## src/rtl/reg_scoreboard.sv

```systemverilog
// rtl/reg_scoreboard.sv - per-register latency countdown scoreboard for ID-stage hazard stalls
module reg_scoreboard #(
  parameter int NREG = 32,
  parameter int RW   = 5,
  parameter int LW   = 4
) (
  input  logic            clock,
  input  logic            reset,
  input  logic            issue_valid,
  input  logic [RW-1:0]   issue_rs,
  input  logic            issue_rs_used,
  input  logic [RW-1:0]   issue_rt,
  input  logic            issue_rt_used,
  input  logic [RW-1:0]   issue_rd,
  input  logic            issue_wr,
  input  logic [LW-1:0]   issue_lat,
  input  logic            issue_fence,
  input  logic            flush,
  output logic            stall,
  output logic            issue_fire,
  output logic [NREG-1:0] pending_mask,
  output logic [RW:0]     busy_count,
  output logic            idle
);

  logic [LW-1:0] cnt [NREG];
  logic [LW-1:0] effLat;
  logic          rsHaz, rtHaz, rawHaz, wawHaz, fenceHaz;
  logic          loadEn;

  assign effLat = (issue_lat == '0) ? LW'(1) : issue_lat;

  // A counter at 1 is covered by the bypass network, so only >= 2 blocks a reader.
  assign rsHaz  = issue_rs_used && (issue_rs != '0) && (cnt[issue_rs] > LW'(1));
  assign rtHaz  = issue_rt_used && (issue_rt != '0) && (cnt[issue_rt] > LW'(1));
  assign rawHaz = rsHaz || rtHaz;

  // Older write must not retire after the younger one.
  assign wawHaz   = issue_wr && (issue_rd != '0) && (cnt[issue_rd] > effLat);
  assign fenceHaz = issue_fence && (|pending_mask);

  assign stall      = issue_valid && !flush && (rawHaz || wawHaz || fenceHaz);
  assign issue_fire = issue_valid && !stall && !flush;
  assign loadEn     = issue_fire && issue_wr && (issue_rd != '0);

  always_ff @(posedge clock or negedge reset) begin
    if (!reset) begin
      for (int r = 0; r < NREG; r++) cnt[r] <= '0;
    end else begin
      for (int r = 1; r < NREG; r++) begin
        if (loadEn && (issue_rd == RW'(r))) cnt[r] <= effLat;
        else if (cnt[r] != '0)              cnt[r] <= cnt[r] - LW'(1);
      end
    end
  end

  always_comb begin
    pending_mask = '0;
    busy_count   = '0;
    for (int r = 0; r < NREG; r++) begin
      pending_mask[r] = (cnt[r] != '0);
      busy_count      = busy_count + (RW+1)'(pending_mask[r]);
    end
  end

  assign idle = (busy_count == '0);

endmodule
```

## config.mk

```make
export PLATFORM = sky130hd
export DESIGN_NAME = reg_scoreboard
export DESIGN_NICKNAME = d
export VERILOG_FILES = /design/src/rtl/reg_scoreboard.sv
export SDC_FILE = /design/constraint.sdc
export NUM_CORES = 1
export LEC_CHECK = 0
export CAP_MARGIN = 10
export CORE_ASPECT_RATIO = 1.5
export CORE_UTILIZATION = 40
export DETAILED_ROUTE_END_ITERATION = 10
export PLACE_DENSITY = 0.69
export SETUP_SLACK_MARGIN = 0.02
export SYNTH_ARGS = -nofsm -noshare
export SYNTH_HDL_FRONTEND = slang
export SYNTH_SLANG_ARGS = --single-unit
```

## constraint.sdc

```tcl
create_clock -name clock -period 7.5 [get_ports clock]
set_input_delay 1.5 -clock clock [delete_from_list [all_inputs] [get_ports clock]]
set_output_delay 1.5 -clock clock [all_outputs]
set_load 0.02 [all_outputs]
```

==> flow_metrics.py <==
metrics = {
    "status": {
        "outcome": "finished, final reports clean",
    },
    "worst_setup_path": {
        "worst_setup_path_start_kind": "register",
        "cp.required_ps": 6000,
        "critical_path_class": "register to primary output",
        "cpPeakStageDelay_ps": 550,
        "end_kind": "primary output",
        "cp_slowest_cell": "fa_1",
        "crit_chain": "inv_1 > ha_1 > nor3b_4 > fa_1 > fa_1 > inv_1 > fa_1 > inv_1 > fa_1 > fa_1 > fa_1 > inv_1 > ha_1 > inv_1 > fa_2 > inv_1 > a21o_1 > a21oi_2 > xnor2_1 > or3_1 > nor4_2 > buf_4",
        "crit_buf_inv": 7,
        "critPathMaxFanout": 2,
        "crit_family": "adder cells",
        "crit_arrival_ps": 6000,
    },
    "drt": {
        "wire_per_inst_um": 20.6,
        "postRouteAntennaNets": 0,
        "vias_per_cell": 5.81,
        "drt_iter0_markers": 609,
        "wirelength_mm": 32.4,
        "vias": 9124,
        "first_pass_iters": 8,
        "drc": 0,
    },
    "layout": {
        "diodes": 0,
        "final_cells": 1570,
        "synthToLayoutAreaGrowth_pct": 22.3,
        "top_regs": "cnt: 124 flops",
        "regMostFlops": "cnt",
        "drive_gt1_frac": 0.191,
        "largest_reg_flops": 124,
        "design_area_um2": 13000,
        "fin_util": 0.499,
        "fin_nets": 1323,
    },
    "timing": {
        "finClkSkew_ps": 8.37,
        "fin_crit_ps": 7500,
        "slew_viol_final": 0,
        "rsz0062_at_grt": "yes",
        "relSlewSlack": 0.305,
        "finalSetupViolations": 0,
        "finalCritPeriodShare": 1.00,
        "setup_slack_ps": 1.97,
        "fmax_mhz": 133,
        "hold_viol": 0,
        "tightest_slew_ps": 1040,
    },
    "clock_tree": {
        "worstSkewPairLatency_ps": 440,
        "postCtsHoldBufs": 0,
        "h-tree-depth": 4,
        "cts_buffers": 17,
        "clockRootBuffer": "clkbuf_16",
        "clock_tree.buffer_depth": 2,
        "tritoncts": "done",
        "clk_pin_slew_ps": 60,
        "clock_sinks": 124,
    },
    "place": {
        "dp_cells": 1538,
        "dp_hpwl_mm": 24.3,
        "place_ws_ps": -148,
        "placed_area_um2": 12200,
        "place_congestion": 0.963,
        "port_buffers": 66,
    },
    "yosys": {
        "synth_top_area_share": 0.293,
        "synth_edf_count": 0,
        "synth-async-reset-ratio": 1.00,
        "yosysTopAreaCell": "dfrtp_1",
        "synth_warnings": 4,
        "synth.net_count": 1183,
        "synth_cells": 1084,
        "synthesis.area_um2": 10600,
        "syn_avg_cell_area_um2": 9.77,
        "synth_seq_cells": 124,
        "yosys-top-cells-area": "dfrtp_1, mux2i_1, mux4_2",
        "synth_ff_type": "dfrtp_1",
        "synth-seq-area-share": 0.293,
        "ys_types": 58,
    },
    "grt": {
        "grt_pass1_vias": 9422,
        "grt_max_degree": 69,
        "grt_pass1_wl_mm": 51.2,
        "gr-usage-all-layers": 0.251,
        "grt_overflow": 0,
        "antenna_found_initial": 0,
    },
    "floorplan": {
        "start_util": 0.408,
        "ioPinCount": 68,
        "fp.dieW_um": 135,
        "row_count": 72,
        "fp.dieArea_um2": 27200,
        "core_area_um2": 25900,
        "die_h_um": 201,
    },
    "run": {
        "drv_cap": 0,
    },
    "min_path": {
        "hold_class": "register to register",
    },
}
==> cell usage after synthesis, types with 5 or more instances <==
cell type and n:
a2111oi_0 5, a211oi_1 11, a21oi_1 54, buf_1 6
buf_2 14, buf_4 5, clkbuf_1 19, dfrtp_1 124
fa_1 23, ha_1 49, inv_1 137, mux2_1 12
mux2_2 6, mux2_4 6, mux2i_1 120, mux4_2 37
nand2_1 61, nand2b_1 7, nand3_1 35, nand3b_1 12
nand4_2 13, nand4_4 16, nor2_1 45, nor2b_1 16
nor3_1 70, nor3b_1 8, nor4_1 25, o21ai_0 49
or3_1 19, xnor2_1 37
==> kinds of logic after synthesis <==
logic type,share of synthesized area
and+or+nand+nor,0.198
AOI/OAI and AO/OA,0.0845
muxes,0.220
buffers and inverters,0.0711
xor gates and xnor gates,0.0322
DFF,0.293
adders and majority gates,0.101
other,0.000354
==> routing by layer <==
metal  GRT usage  part of all wire  vias up
li1            -                 -     4166
met1       0.258              0.36     4518
met2       0.446              0.52      309
met3      0.0443             0.044      131
met4       0.191             0.078        0
met5           0                 0        -
==> cell type report <==
class | count | area [µm²]
repair buffers | 168 | 1410
multi-input cells | 776 | 6810
inverters | 137 | 514
fillers | 2387 | 13000
flip-flops and latches | 124 | 3100
well taps | 333 | 417
clock buffers | 17 | 425
clock inverters | 15 | 270
==> cell usage in the layout, fill, tap and decap left out, drive strengths merged, types with 49 or more instances in the layout <==
master,count
nor3,71
ha,49
dfrtp,124
inv,137
buf,106
clkdlybuf4s50,57
o21ai,49
nand2,61
a21oi,55
mux2i,120
==> path summary, 6_finish.rpt <==
| path | slack (ps) | cells after the start | start | end |
|---|---|---|---|---|
| max in group asynchronous | 4910 | 2 | reset | cnt[83] |
| min in group asynchronous | 1140 | 1 | reset | cnt[14] |
| setup reg to reg | 3270 | 11 | cnt[51] | cnt[2] |
| hold / removal | 610 | 2 | cnt[92] | cnt[92] |
| hold reg to reg | 610 | 2 | cnt[92] | cnt[92] |
| setup / recovery | 2 | 22 | cnt[32] | idle |
==> worst min-delay path, delay by kind of cell (launching register included) <==
family | cells | cell delay [ps]
flip-flops | 1 | 390
XOR/XNOR | 1 | 130
multiplexers | 1 | 60
==> repair_timing <==
action,in CTS,in global routing
pin swaps,3,1
resized for setup,10,10
endpoints found under the setup margin,4,5
setup buffers,0,0
==> stage by stage <==
stage               hold WS (ps)  TNS (ps)
detailed placement           608      -148
global placement             592     -65.8
finish                       612         0
floorplan                    564         0
CTS                          617      -110
global route                 650      -272
Power is not shown: default switching activity piles up to over one toggle a cycle in this logic, so the estimate is an artifact.
